===== src/rtl/r5fp_idiv_arb.sv =====
// rtl/r5fp_idiv_arb.sv - round-robin arbiter sharing one iterative divider between two requesters
module r5fp_idiv_arb #(
  parameter int ExtWidth = 26
) (
  input  logic                clk,
  input  logic                reset_n,
  input  logic                r0_strobe,
  input  logic [ExtWidth-1:0] r0_N,
  input  logic [ExtWidth-1:0] r0_D,
  output logic                r0_ready,
  output logic                r0_done,
  output logic [ExtWidth-1:0] r0_Quo,
  output logic [ExtWidth-1:0] r0_Rem,
  output logic                r0_err,
  input  logic                r1_strobe,
  input  logic [ExtWidth-1:0] r1_N,
  input  logic [ExtWidth-1:0] r1_D,
  output logic                r1_ready,
  output logic                r1_done,
  output logic [ExtWidth-1:0] r1_Quo,
  output logic [ExtWidth-1:0] r1_Rem,
  output logic                r1_err,
  output logic [ExtWidth-1:0] idiv_N,
  output logic [ExtWidth-1:0] idiv_D,
  output logic                idiv_strobe,
  input  logic [ExtWidth-1:0] idiv_Quo,
  input  logic [ExtWidth-1:0] idiv_Rem,
  input  logic                idiv_done,
  input  logic                idiv_ready
);

  typedef enum logic {IDLE = 1'b0, BUSY = 1'b1} state_t;

  state_t              state, state_nxt;
  logic [1:0]          pend_v;
  logic [ExtWidth-1:0] pend_n [2];
  logic [ExtWidth-1:0] pend_d [2];
  logic [ExtWidth-1:0] quo_q  [2];
  logic [ExtWidth-1:0] rem_q  [2];
  logic [1:0]          done_q, err_q;
  logic                rr, owner;
  logic                grant, retire, win;
  logic [1:0]          strobe_in, ready, accept, clr;

  assign strobe_in = {r1_strobe, r0_strobe};
  // A side is blocked while its buffer is full or while the divider is working for it.
  assign ready  = ~pend_v & ~({owner, ~owner} & {2{state == BUSY}});
  assign accept = strobe_in & ready;
  assign clr    = {2{grant}} & {win, ~win};

  assign r0_ready = ready[0];
  assign r1_ready = ready[1];
  assign r0_done  = done_q[0];
  assign r1_done  = done_q[1];
  assign r0_err   = err_q[0];
  assign r1_err   = err_q[1];
  assign r0_Quo   = quo_q[0];
  assign r1_Quo   = quo_q[1];
  assign r0_Rem   = rem_q[0];
  assign r1_Rem   = rem_q[1];

  always_comb begin
    state_nxt = state;
    grant     = 1'b0;
    retire    = 1'b0;
    win       = (pend_v == 2'b11) ? rr : pend_v[1];
    case (state)
      IDLE: if ((|pend_v) && idiv_ready) begin
        grant     = 1'b1;
        state_nxt = BUSY;
      end
      BUSY: if (idiv_done) begin
        retire    = 1'b1;
        state_nxt = IDLE;
      end
      default: state_nxt = IDLE;
    endcase
  end

  always_ff @(posedge clk or negedge reset_n) begin
    if (!reset_n) state <= IDLE;
    else          state <= state_nxt;
  end

  always_ff @(posedge clk or negedge reset_n) begin
    if (!reset_n) begin
      pend_v      <= '0;
      pend_n[0]   <= '0;
      pend_n[1]   <= '0;
      pend_d[0]   <= '0;
      pend_d[1]   <= '0;
      rr          <= 1'b0;
      owner       <= 1'b0;
      idiv_strobe <= 1'b0;
      idiv_N      <= '0;
      idiv_D      <= '0;
      done_q      <= '0;
      err_q       <= '0;
      quo_q[0]    <= '0;
      quo_q[1]    <= '0;
      rem_q[0]    <= '0;
      rem_q[1]    <= '0;
    end else begin
      pend_v <= (pend_v & ~clr) | accept;
      err_q  <= err_q | (strobe_in & ~ready);
      if (accept[0]) begin
        pend_n[0] <= r0_N;
        pend_d[0] <= r0_D;
      end
      if (accept[1]) begin
        pend_n[1] <= r1_N;
        pend_d[1] <= r1_D;
      end
      idiv_strobe <= grant;
      if (grant) begin
        idiv_N <= pend_n[win];
        idiv_D <= pend_d[win];
        owner  <= win;
        rr     <= ~win;
      end
      // Results arriving outside BUSY never set retire, so stale divider output is dropped.
      done_q <= {retire & owner, retire & ~owner};
      if (retire) begin
        quo_q[owner] <= idiv_Quo;
        rem_q[owner] <= idiv_Rem;
      end
    end
  end

endmodule


===== config.mk =====
export PLATFORM = sky130hd
export DESIGN_NAME = r5fp_idiv_arb
export DESIGN_NICKNAME = d
export VERILOG_FILES = /design/src/rtl/r5fp_idiv_arb.sv
export SDC_FILE = /design/constraint.sdc
export NUM_CORES = 1
export LEC_CHECK = 0
export ABC_CLOCK_PERIOD_IN_PS = 2800
export CAP_MARGIN = 15
export CORE_ASPECT_RATIO = 0.5
export CORE_MARGIN = 1.5
export CORE_UTILIZATION = 50
export CTS_BUF_LIST = sky130_fd_sc_hd__clkbuf_16
export CTS_CLUSTER_DIAMETER = 120
export DETAILED_ROUTE_END_ITERATION = 7
export DONT_BUFFER_PORTS = 1
export PLACE_DENSITY_LB_ADDON = 0.2
export SLEW_MARGIN = 20
export SYNTH_ARGS = -nofsm -noshare
export SYNTH_HDL_FRONTEND = slang
export SYNTH_SLANG_ARGS = --single-unit

===== constraint.sdc =====
create_clock -name clk -period 2.8 [get_ports clk]
set_clock_uncertainty 0.2 [all_clocks]
set_input_delay 0.42 -clock clk [delete_from_list [all_inputs] [get_ports clk]]
set_output_delay 0.42 -clock clk [all_outputs]
set_load 0.005 [all_outputs]

# --- Word level (Yosys, flattened, before mapping) ---
# Cells that the tools add are included.
totals:
  wordCells: 60
  ff_bits: 270
classes:
  bitwise: 19
  muxes: 17
  eq_ne: 1
  n_lt_le_gt_ge: 3
  n_reduce_logical: 3
op_table:
  columns: ["op", "count"]
  rows:
  - ["26-bit two-way mux", 7]
  - ["52-bit bitwise mux", 2]
  - ["26-bit demux with 1-bit select", 1]
  - ["2-bit bitwise AND", 6]
  - ["2-bit inverter", 4]
  - ["1-bit two-way mux", 6]
  - ["2-bit >= comparator, second input constant", 2]
  - ["1-bit inverter with 2-bit output", 2]
  - ["2-bit bitwise OR", 2]
  - ["1-bit inverter", 3]
  - ["1-bit bitwise AND", 2]
  - ["2-bit equality test, second input constant", 1]
  - ["1-bit logical AND", 2]
  - ["2-bit by 1-bit < comparator with 1-bit output, second input constant", 1]
  - ["1-bit case mux with 2 select lines", 1]
  - ["2-bit OR reduction", 1]

# --- Logic depth before layout (Yosys ltp) ---
logic_depth:
  depth_word: 8
  ltp_mapped: 6
  ltp_nobuf: 3

# --- Worst setup path after synthesis ---
# OpenSTA, ideal clock, no wires.
synth_timing:
  path_type: "register to register"
  start: "register state"
  end: "register pend_d[37] (netlist name)"
  n_path_buf: 2
  stages_incl_launch_ff: 6
  setup_slack_ns: 1.097
  period_less_slack_ns: 1.703
  required_time_ns: 2.475
  arrival_ns: 1.378
  path_cell_list: "dfrtp_1 -> nor2b_4 -> nor3b_1 -> buf_4 -> buf_6 -> mux2_2"
synth_via:
  elab_chain_len: 4
synth_lines:
  columns: ["element", "line_no", "rtl"]
  rows:
  - ["start, declared", "34", "state_t state, state_nxt;"]
  - ["start signal, assigned", "82", "else state <= state_nxt;"]
  - ["2-bit bitwise AND", "47", "assign ready = ~pend_v & ~({owner, ~owner} & {2{state == BUSY}});"]
  - ["2-bit inverter", "47", null]
  - ["2-bit bitwise AND", "47", null]
  - ["2-bit bitwise AND", "48", "assign accept = strobe_in & ready;"]
  - ["end, declared", "37", "logic [ExtWidth-1:0] pend_d [2];"]
# Every way passes these cells.
# A chain may end at the register's enable or synchronous reset.

# --- Worst setup path after layout ---
layout_timing:
  start: "register pend_v[0]"
  end: "output port r0_ready"
layout_via:
  elab_chain_len: 2
layout_lines:
  columns: ["element", "line_no", "rtl"]
  rows:
  - ["start, declared", "35", "logic [1:0] pend_v;"]
  - ["start signal, assigned", "104", "pend_v <= (pend_v & ~clr) | accept;"]
  - ["2-bit inverter", "47", null]
  - ["2-bit bitwise AND", "47", null]
  - ["end, declared", "10", "output logic r0_ready,"]
# Every way passes these cells.

==> flow_metrics.py <==
metrics = {
    "global_routing": {
        "grt-ovfl-total": 0,
        "number_of_antenna_violations_at_the_first_check_in_global_routing": 0,
        "first_global_vias": 6754,
        "grt_start_max_net_pins": 271,
        "grt_use_total": 0.2308,
        "grt_first_pass_wirelength_um": 39810,
    },
    "placed_design": {
        "place.detailed.hpwl_um": 15360,
        "numPortBuffers": 0,
        "numPlacedInstances": 897,
        "gp_congestion": 0.7475,
    },
    "timing": {
        "hold_slack_ns": -0.6000,
        "fmax_mhz": 444.3,
        "tightestPinTransition_ns": 0.5238,
        "max-slew-margin-rel": 0.6508,
        "setup-tns-final_ns": 0,
        "timing_max_transition_violations_final": 0,
        "grt_setup_unrepaired": "no",
        "period_share": 0.8039,
        "final_period_minus_worst_setup_slack_ns": 2.251,
        "report.final.setup_viol": 0,
        "report.final.hold_viol_count": 270,
    },
    "synthesis": {
        "synth.lib_cells_used.distinct": 25,
        "postSynthRegisterBits": 270,
        "yosys.cell_count.top_type": "dfrtp_1",
        "syn_std_cell_area_sq_um": 10550,
        "synth_cells": 659,
        "synth_area_per_cell_sq_um": 16.00,
        "ys_top_cells_by_area": "dfrtp_1, mux2_2, a221o_1",
        "synth.net_count": 821,
        "ys_seq_area_frac": 0.6407,
        "synth-edff-count": 0,
        "synthTopCellsByCount": "dfrtp_1, mux2_2, a221o_1, and4_1, mux2_1",
        "async_reset_ff_frac": 1.000,
        "ys_dominant_reg_cell": "dfrtp_1",
        "synth_top_area_frac": 0.6407,
        "synth_warnings": 0,
        "synth.largest_area_cell": "dfrtp_1",
    },
    "clocking": {
        "cts_root_buffer": "clkbuf_16",
        "post_cts_resized": 0,
        "clkSinkCount": 270,
        "clkLatencyLatePin_ns": 0.52,
        "holdBufCountCts": 159,
        "clk_pin_slew_worst_paths_ns": 0.07,
        "cts-buffers-inserted": 24,
        "h_tree_lvl_count": 1,
        "ctsLongestPathBuffers": 3,
        "post_cts_buffers": 0,
        "cts_tree": "done",
    },
    "run_status": {
        "failing_checks": "negative hold slack",
        "status": "complete, but fails checks",
    },
    "final_layout": {
        "finish.net_count": 971,
        "area_delta_synth_final_pct": 25.21,
        "final-instance-count-excl-fill": 1100,
        "layout-drive-gt1-share": 0.2906,
    },
    "route": {
        "drt-vias-per-instance": 5.815,
        "overall_routed_net_length_um": 25480,
        "count_of_routing_violations_after_the_opening_detailed_route_iteration": 384,
        "ant_nets": 0,
        "drt_pass1_iterations": 4,
        "wl_per_cell_um": 23.16,
        "drt_drc_violations_left": 0,
        "route.vias.total": 6396,
    },
    "run": {
        "max_cap_violations": 0,
    },
    "pwr": {
        "power.density_cell_area_nw_per_um2": 1101,
        "max-vdd-ir-drop_v": 0.0004337,
        "leakage_nw": 5.754,
    },
    "floorplanning": {
        "top_ports": 325,
        "overall_die_area_sq_um": 22020,
        "die_x_um": 208.4,
        "placement_rows": 37,
        "initial_utilization": 0.5119,
        "floorplan.core_area_sq_um": 20600,
        "die_height_um": 105.7,
    },
    "min_path": {
        "hp-class": "input pin to asynchronous set/reset pin",
    },
    "critical_path": {
        "cp_max_fo": 25,
        "worstPathRequired_ns": 2.18,
        "timing.setup.critical_path_class": "register to primary output",
        "worst_setup_path_end_kind": "primary output",
        "timing.critical_path.arrival_ns": 1.63,
        "critical_path.startpoint_type": "register",
        "reg2regPathDepth": 4,
    },
}
## area by class of cell
cell class	instances	area [sq um]
fill	1463	7397
multi-input combinational	333	3486
timing repair buffer	174	1754
antenna	1	2.502
sequential	270	6756
tap	273	341.6
clock buffer	25	625.6
inverter	6	22.52
clock inverter	18	215.2
## flip-flops by register name, summed over array words and instances (netlist names), 2 cells and up
register	flops
err_q	2
done_q	2
pend_n	52
pend_v	2
idiv_N	26
r0_Quo	26
r1_Quo	26
r1_Rem	26
pend_d	52
idiv_D	26
r0_Rem	26
## worst paths after layout
| path | slack, ns | from | end |
|---|---|---|---|
| worst max-delay path | 0.55 | pend_v[0] | r0_ready |
| worst min-delay path | -0.60 | reset_n | pend_d[23] |
| worst max register to register | 0.83 | state | pend_d[15] |
| worst min register to register | 0.28 | pend_n[37] | pend_n[37] |
| max in group asynchronous | 2.54 | reset_n | r0_Quo[17] |
| min in group clk | 0.07 | idiv_ready | pend_v[0] |
## stage by stage
stage / worst slack, ns / area [sq um] / utilization / total power (W) / hold slack, ns
6_report: 0.5491 / 13200 / 0.6409 / 0.01453 / -0.6000
5_1_grt: 0.4503 / 13200 / 0.6408 / 0.01531 / -0.6413
4_1_cts: 0.5260 / 13200 / 0.6408 / 0.01458 / -0.6251
3_5_place_dp: 0.8284 / 10770 / 0.5227 / 0.01085 / -0.06857
3_3_place_gp: 0.8397 / 10770 / 0.5227 / 0.01065 / -0.06780
2_1_floorplan: 1.097 / 10550 / - / 0.009748 / -0.07559
## placed cells by master, fill, tap and decap left out, drive strengths merged, types with 3 or more instances in the layout
master	Yosys	layout
clkbuf	17	25
dlygate4sd3	0	159
bufinv	0	5
a221o	52	52
clkinv	0	7
mux2	208	208
nand2	3	3
o21ai	4	4
inv	6	10
buf	33	15
dfrtp	270	270
and4	52	52
## report_power, final
part	switching [W]	leakage [nW]	internal, W
combinational	0.00146	2.10	0.00218
clock	0.00145	0.421	0.00208
sequential	0.00150	3.23	0.00586
total	0.00441	5.75	0.0101
## critical path: stages (launching register included)
cell and delay, ns:
dfrtp_1 0.64, buf_4 0.36, nor2_1 0.11
## kinds of logic after synthesis
kind of cell | count (synthesis) | synth area share
AOI/OAI and AO/OA | 61 | 0.05553
buffers and inverters | 56 | 0.03121
and+or+nand+nor | 64 | 0.05043
muxes | 208 | 0.2221
DFF | 270 | 0.6407
## routing by layer
metal  global-route usage  vias up  wire (um)
li1                     -     2767          -
met1               0.2961     3379      10660
met2               0.3817      206      12450
met3              0.07330       44       1810
met4              0.05944        0        559
met5                    0        -          0
(Power assumes the default switching activity.)
